[src/rtl/cfg_chain_loader.sv]
// -----------------------------------------------------------------------------
// cfg_chain_loader
//
// Loads the serial configuration scan chain of a row of conn_box cells.
// Config words arrive from the bitstream source over a valid/ready handshake
// and are serialised LSB-first onto cfg_si while cfg_en is high. Exactly
// CHAIN_LEN bits are shifted per load; the upper bits of the final word are
// dropped when CHAIN_LEN is not a multiple of WORD_W. One instance per chain.
//
// Optional build macro: CFG_READBACK_EN
//   Defined   : cfg_so is captured on every shift and returned word by word
//               on rb_data with a one-cycle rb_valid strobe.
//   Undefined : rb_data/rb_valid are tied to 0 and no readback logic exists.
//
// Parameters
//   CHAIN_LEN  total config bits in the chain (>= 1)
//   WORD_W     input word width (>= 2)
//
// Ports
//   clk        system clock; chain cells shift on rising edge when cfg_en=1
//   rst_n      asynchronous active-low reset
//   start      begin a load (sampled in IDLE only)
//   abort      cancel a load in progress (wins over handshake and start)
//   in_data    config word
//   in_valid   in_data valid
//   in_ready   word accepted when in_valid & in_ready at a clk edge
//   cfg_si     serial data to chain head (registered)
//   cfg_en     chain shift enable (registered, changes together with cfg_si)
//   cfg_so     serial data from chain tail
//   busy       load in progress (LOAD, SHIFT or DONE)
//   done       one-cycle pulse, load complete
//   rb_data    readback word
//   rb_valid   readback word strobe
// -----------------------------------------------------------------------------
module cfg_chain_loader #(
  parameter int CHAIN_LEN = 40,
  parameter int WORD_W    = 8
) (
  input  logic              clk,
  input  logic              rst_n,
  input  logic              start,
  input  logic              abort,
  input  logic [WORD_W-1:0] in_data,
  input  logic              in_valid,
  output logic              in_ready,
  output logic              cfg_si,
  output logic              cfg_en,
  input  logic              cfg_so,
  output logic              busy,
  output logic              done,
  output logic [WORD_W-1:0] rb_data,
  output logic              rb_valid
);

  localparam int TB_W = $clog2(CHAIN_LEN + 1);
  localparam int WB_W = $clog2(WORD_W + 1);

  localparam logic [TB_W-1:0] LAST_TBIT = TB_W'(CHAIN_LEN - 1);
  localparam logic [WB_W-1:0] LAST_WBIT = WB_W'(WORD_W - 1);

  localparam logic [1:0] S_IDLE  = 2'd0;
  localparam logic [1:0] S_LOAD  = 2'd1;
  localparam logic [1:0] S_SHIFT = 2'd2;
  localparam logic [1:0] S_DONE  = 2'd3;

  logic [1:0]        r_state;
  logic [WORD_W-2:0] r_sreg;    // bits of the current word not yet on cfg_si
  logic [WB_W-1:0]   r_wbit;    // index of the bit currently on cfg_si
  logic [TB_W-1:0]   r_tbit;    // bits shifted so far in this load
  logic              r_cfg_si;
  logic              r_cfg_en;
  logic              r_done;

  logic w_abort;
  logic w_accept;
  logic w_last_bit;
  logic w_word_end;

  assign w_abort    = abort && (r_state != S_IDLE);
  // abort masks in_ready so the source never sees a handshake for a word
  // that the controller is about to drop.
  assign in_ready   = (r_state == S_LOAD) && !abort;
  assign w_accept   = in_ready && in_valid;
  assign w_last_bit = (r_tbit == LAST_TBIT);
  assign w_word_end = (r_wbit == LAST_WBIT);

  assign cfg_si = r_cfg_si;
  assign cfg_en = r_cfg_en;
  assign busy   = (r_state != S_IDLE);
  assign done   = r_done;

  // NOTE: every register below is state, so it is written only with
  // non-blocking assignments; blocking writes here would make the result
  // depend on statement order and simulate differently from the netlist.
  always_ff @(posedge clk or negedge rst_n) begin
    if (!rst_n) begin
      r_state  <= S_IDLE;
      r_sreg   <= '0;
      r_wbit   <= '0;
      r_tbit   <= '0;
      r_cfg_si <= 1'b0;
      r_cfg_en <= 1'b0;
      r_done   <= 1'b0;
    end else begin
      r_done <= 1'b0;
      if (w_abort) begin
        r_state  <= S_IDLE;
        r_cfg_si <= 1'b0;
        r_cfg_en <= 1'b0;
      end else begin
        case (r_state)
          S_IDLE: begin
            if (start) begin
              r_state <= S_LOAD;
              r_tbit  <= '0;
              r_wbit  <= '0;
            end
          end
          S_LOAD: begin
            // Bit 0 goes straight onto cfg_si; the rest waits in r_sreg.
            if (w_accept) begin
              r_state  <= S_SHIFT;
              r_sreg   <= in_data[WORD_W-1:1];
              r_cfg_si <= in_data[0];
              r_cfg_en <= 1'b1;
              r_wbit   <= '0;
            end
          end
          S_SHIFT: begin
            r_tbit <= r_tbit + 1'b1;
            r_wbit <= r_wbit + 1'b1;
            // The chain-length test comes first so a partial final word
            // ends the load without waiting for its unused upper bits.
            if (w_last_bit) begin
              r_state  <= S_DONE;
              r_cfg_si <= 1'b0;
              r_cfg_en <= 1'b0;
              r_done   <= 1'b1;
            end else if (w_word_end) begin
              r_state  <= S_LOAD;
              r_cfg_si <= 1'b0;
              r_cfg_en <= 1'b0;
            end else begin
              r_cfg_si <= r_sreg[0];
              r_sreg   <= r_sreg >> 1;
            end
          end
          S_DONE:  r_state <= S_IDLE;
          default: r_state <= S_IDLE;
        endcase
      end
    end
  end

`ifdef CFG_READBACK_EN
  logic [WORD_W-1:0] r_rb_shift;
  logic [WORD_W-1:0] r_rb_data;
  logic              r_rb_valid;
  logic [WORD_W-1:0] w_rb_next;

  // r_cfg_en is high exactly while a bit is being shifted, and r_wbit is
  // that bit's position in its word, so the tail sample lands in place.
  assign w_rb_next = r_rb_shift | (WORD_W'(cfg_so) << r_wbit);

  always_ff @(posedge clk or negedge rst_n) begin
    if (!rst_n) begin
      r_rb_shift <= '0;
      r_rb_data  <= '0;
      r_rb_valid <= 1'b0;
    end else begin
      r_rb_valid <= 1'b0;
      if (w_abort) begin
        r_rb_shift <= '0;
      end else if (r_cfg_en) begin
        if (w_last_bit || w_word_end) begin
          r_rb_data  <= w_rb_next;
          r_rb_valid <= 1'b1;
          r_rb_shift <= '0;
        end else begin
          r_rb_shift <= w_rb_next;
        end
      end
    end
  end

  assign rb_data  = r_rb_data;
  assign rb_valid = r_rb_valid;
`else
  logic w_unused_cfg_so;

  assign w_unused_cfg_so = cfg_so;
  assign rb_data         = '0;
  assign rb_valid        = 1'b0;
`endif

endmodule

[config.mk]
export PLATFORM = sky130hd
export DESIGN_NAME = cfg_chain_loader
export DESIGN_NICKNAME = d
export VERILOG_FILES = /design/src/rtl/cfg_chain_loader.sv
export SDC_FILE = /design/constraint.sdc
export NUM_CORES = 1
export LEC_CHECK = 0
export ABC_AREA = 1
export CAP_MARGIN = 20
export CORE_MARGIN = 1
export CORE_UTILIZATION = 55
export CTS_CLUSTER_DIAMETER = 150
export DETAILED_ROUTE_END_ITERATION = 8
export GPL_TIMING_DRIVEN = 0
export MAX_ROUTING_LAYER = met4
export PLACE_DENSITY = 0.84
export SLEW_MARGIN = 20
export SYNTH_ARGS = -nofsm -noshare
export SYNTH_HDL_FRONTEND = slang
export SYNTH_SLANG_ARGS = --single-unit
[constraint.sdc]
create_clock -name clk -period 2.1 [get_ports clk]
set_input_delay 0.315 -clock clk [delete_from_list [all_inputs] [get_ports clk]]
set_output_delay 0.315 -clock clk [all_outputs]
set_load 0.05 [all_outputs]
## Word level (Yosys, flattened, before mapping)

Index checks and enable logic that the tools add are counted.

| operators by class | value |
|---|---|
| add/sub/neg operators | 2 |
| mux-type cells | 28 |
| bitwise gates (word level) | 1 |
| reductions and logical operators | 16 |
| equal/unequal tests | 12 |

Operator list:

| kind | number |
|---|---|
| two-way mux 7 bit | 3 |
| case mux 7 bit (2 select lines) | 1 |
| case mux 4 bit (3 select lines) | 1 |
| case mux 6 bit (2 select lines) | 1 |
| two-way mux 1 bit | 11 |
| two-way mux 2 bit | 5 |
| AND reduction 3 bit | 3 |
| two-way mux 4 bit | 2 |
| inequality test 2 bit (second input constant) | 4 |
| case mux 2 bit (4 select lines) | 1 |
| adder 6 x 1 -> 6 bit (second input constant) | 1 |
| equality test 6 bit (second input constant) | 1 |
| two-way mux 6 bit | 1 |
| inequality test 3 bit (second input constant) | 2 |
| nonzero test 2 bit | 3 |
| nonzero test 3 bit | 2 |
| AND reduction 5 bit | 1 |
| adder 4 x 1 -> 4 bit (second input constant) | 1 |
| equality test 2 bit (second input constant) | 2 |
| equality test 4 x 3 -> 1 bit (second input constant) | 1 |
| inequality test 4 bit (second input constant) | 1 |
| case mux 1 bit (2 select lines) | 2 |
| AND reduction 4 bit | 1 |
| logical AND 1 bit | 3 |
| 5 further kinds | 5 |

| storage, ports and cells | value |
|---|---|
| bits in registers | 22 |
| input port bits | 14 |
| word-level logic and storage cells | 66 |

## Logic depth before layout (Yosys ltp)

| logic depth | value |
|---|---|
| word-level depth | 6 |
| mapped depth | 10 |
| depth with buffers taken out | 10 |

## Worst setup path before layout

Ideal clock, no wire load.

| timing path | value |
|---|---|
| path kind | reg-to-output |
| start point | register r_state[1] |
| end point | output in_ready |
| path buffers | 0 |
| data arrival time | 1.379 ns |
| setup slack | 0.406 ns |
| stages on the path, launching flop included | 5 |
| cells stage by stage | dfrtp_1 -> inv_1 -> ha_1 -> inv_1 -> nor2_1 |

| on the way | value |
|---|---|
| word-level cells in the longest chain between the ends | 2 |

Ends and longest elaborated chain:

| what | line | text |
|---|---|---|
| start, declared | 66 | `logic [1:0] r_state;` |
| start signal, assigned | 97 | `r_state <= S_IDLE;` |
| start signal, assigned | 107 | `r_state <= S_IDLE;` |
| start signal, assigned | 114 | `r_state <= S_LOAD;` |
| equality test 2 x 1 -> 1 bit | 82 | `assign in_ready = (r_state == S_LOAD) && !abort;` |
| logical AND 1 bit | 82 |  |
| end, declared | 45 | `output logic in_ready,` |

Every way passes these cells.

## Worst setup path in the final report

Same ends and word-level chain as after synthesis.

==> flow_metrics.tcl <==
set metrics [dict create \
    synth_edf_count 0 \
    synth_simple_gate_area_share_pct 36.7 \
    finalHoldViolations 0 \
    ys_ff_latch 22 \
    antennaDiodeCount 0 \
    fin_crit_ns 1.84 \
    slew_viol_final 0 \
    final_nets 242 \
    routed_wl_mm 2.71 \
    slew-limit-headroom_pct 66.4 \
    final_layout_size_suffix_gt1_share_pct 19.8 \
    synthXorXnorAreaFrac_pct 0.614 \
    clkPwrFrac_pct 14.7 \
    synth_area_leaders "dfrtp_1 (39%), nand2_1 (18%), buf_4 (5.3%)" \
    p_sw_share_pct 47.6 \
    ys.flop_type "dfrtp_1" \
    vias 1230 \
    cts_buffer_depth 2 \
    fp-row-count 18 \
    die_area_sq_um 2800 \
    cp.arrival_ns 1.53 \
    core-area_sq_um 2450 \
    first_pass_iters 4 \
    grt_pass1_vias 1113 \
    p_per_area_nw_per_um2 1310 \
    fillers 224 \
    dieWidth_um 52.9 \
    grt_pass1_wl_mm 4.59 \
    yosys_warnings 0 \
    wire_per_inst_um 10.8 \
    power.net_switching_mw 1.06 \
    fmax_mhz 543 \
    synthAdderAreaFrac_pct 4.39 \
    crit_type "reg -> out" \
    holdWs_ns 0.482 \
    dpl.hpwl_mm 2.09 \
    clk_latency_ns 0.31 \
    grt-ovfl-total 0 \
    stdcell_area_sq_um 1710 \
    grtUsageTotal_pct 23.0 \
    tightest_slew_ns 0.504 \
    avgSynthCellArea_sq_um 7.43 \
    combPwrFrac_pct 54.9 \
    cts_tree "done" \
    synth_largest_area_cell "dfrtp_1" \
    fin_worst_skew_ns 0.00751 \
    dp_cells 247 \
    dr.first_iter.drc_count 16 \
    rsz0062_at_grt "no" \
    grt_max_degree 23 \
    status "finished, final reports clean" \
    final_core_util_pct 69.7 \
    synth.cell_area_sq_um 1430 \
    portBuffers 17 \
    synthMuxAreaShare_pct 0 \
    clockRootBuffer "clkbuf_4" \
    p_leak_nw 0.906 \
    synth.most_common_cell "nand2_1" \
    htreeDepth 1 \
    setup_violations 0 \
    synth_compound_area_share_pct 8.07 \
    seq_area_frac_synth_pct 38.6 \
    async_flop_share_pct 100 \
    synth_top_area_share_pct 38.6 \
    drc 0 \
    peakVddDrop_mv 0.849 \
    p_int_mw 1.17 \
    ys_top_cells_by_count "nand2_1 (68), dfrtp_1 (22), inv_1 (12)" \
    io_pins 28 \
    clkSlewWorstSetupHoldPaths_ns 0.13 \
    synth_top_family_by_area "simple AND/OR/NAND/NOR gates" \
    fin_setup_tns_ns 0 \
    finalCritPeriodShare_pct 87.7 \
    ys_types 26 \
    dpl_cell_area_sq_um 1660 \
    cts_made_buffers 3 \
    critPathRequiredTime_ns 1.78 \
    final_antenna_net_count 0 \
    cap_viol_max_count 0 \
    drt-vias-per-instance 4.88 \
    end_kind "output pin" \
    fp.dieH_um 52.9 \
    syn_inst 192 \
    worst_setup_path_start_kind "register" \
    cts.sinks 22 \
    fin_cells 252 \
    area_growth_pct 20.0 \
    place_congestion 0.891 \
    antenna_found_initial 0 \
    hp-class "in -> async" \
    initial_core_util_pct 58.1 \
    crit_fanout 6 \
    cts_setup_buffers 0 \
    p_seq_share_pct 30.4 \
]
==> what timing repair did <==
action                                  4_1_cts  5_1_grt
pin swaps                                     0        0
hold buffers                                  0        1
endpoints found under the setup margin        2        2
cloned                                        0        0
resized for setup                             4        2
hold endpoints to repair                      0       22
==> stage by stage <==
| stage | power [mW] | setup WS (ns) |
|---|---|---|
| finish | 2.23 | 0.258 |
| global route | 2.43 | 0.151 |
| CTS | 2.26 | 0.0199 |
| detailed placement | 1.93 | -0.00644 |
| global placement | 1.89 | -0.000820 |
| floorplan | 1.64 | 0.406 |
==> state kept, by name (all words and copies together), names as in the netlist <==
signal / cells
r_state: 2
done: 1
r_wbit: 4
r_tbit: 6
cfg_en: 1
r_sreg: 7
cfg_si: 1
==> logic make-up after synthesis <==
| family | after synthesis |
|---|---|
| and+or+nand+nor | 111 |
| DFF | 22 |
| adders and majority gates | 5 |
| xor gates and xnor gates | 1 |
| other | 1 |
| buffers and inverters | 31 |
| AOI/OAI and AO/OA | 21 |
==> final timing paths <==
kind,to,slack (ns),cells past startpoint,startpoint
hold reg to reg,r_sreg[2]$_DFFE_PN0P_,0.51,2,r_sreg[2]$_DFFE_PN0P_
hold / removal,r_wbit[0]$_DFFE_PN0P_,0.48,2,rst_n
max in group asynchronous,r_tbit[1]$_DFFE_PN0P_,1.27,2,rst_n
setup / recovery,in_ready,0.26,5,r_state[1]$_DFFE_PN0P_
setup reg to reg,r_wbit[2]$_DFFE_PN0P_,0.48,8,r_state[1]$_DFFE_PN0P_
min in group clk,r_sreg[2]$_DFFE_PN0P_,0.51,2,r_sreg[2]$_DFFE_PN0P_
==> placed cells by master, fill, tap and decap left out, types with 6 or more instances in the layout <==
master and instances:
dfrtp_1 22, nand3_1 9, clkdlybuf4s50_1 14, o21ai_1 9, buf_4 10, inv_2 7
o21ai_0 6, nor2_1 11, nand2_1 68, conb_1 9, inv_1 12
==> critical path, stage by stage, from the launching register on <==
cell and delay (ns):
dfrtp_1 0.46, inv_1 0.14, ha_1 0.21, inv_1 0.05, nor2_1 0.08, clkbuf_2 0.28
==> layout make-up <==
| class | instances | area [sq um] | area share, % |
|---|---|---|---|
| multi-input combinational | 147 | 743 | 43.4 |
| sequential | 22 | 551 | 32.2 |
| timing repair buffer | 18 | 165 | 9.65 |
| buffer | 12 | 91.3 | 5.34 |
| inverter | 19 | 71.3 | 4.17 |
| tap | 30 | 37.5 | 2.19 |
| clock inverter | 1 | 30.0 | 1.75 |
| clock buffer | 3 | 22.5 | 1.32 |
==> routing by layer <==
| metal | global-route usage (%) | vias up | wire [um] |
|---|---|---|---|
| li1 | - | 650 | - |
| met1 | 27.4 | 554 | 1210 |
| met2 | 39.7 | 22 | 1380 |
| met3 | 2.87 | 4 | 83 |
| met4 | 8.33 | 0 | 35 |
| met5 | - | - | 0 |
==> power by group through the flow <==
| stage | clock network [mW] | registers (mW) | logic [mW] |
|---|---|---|---|
| after floorplan | 0 | 0.721 | 0.922 |
| after global placement | 0 | 0.677 | 1.21 |
| after detailed placement | 0 | 0.690 | 1.24 |
| after CTS | 0.338 | 0.679 | 1.24 |
| after global routing | 0.358 | 0.695 | 1.38 |
| final | 0.328 | 0.679 | 1.23 |
Power figures use the tool's default switching activity.
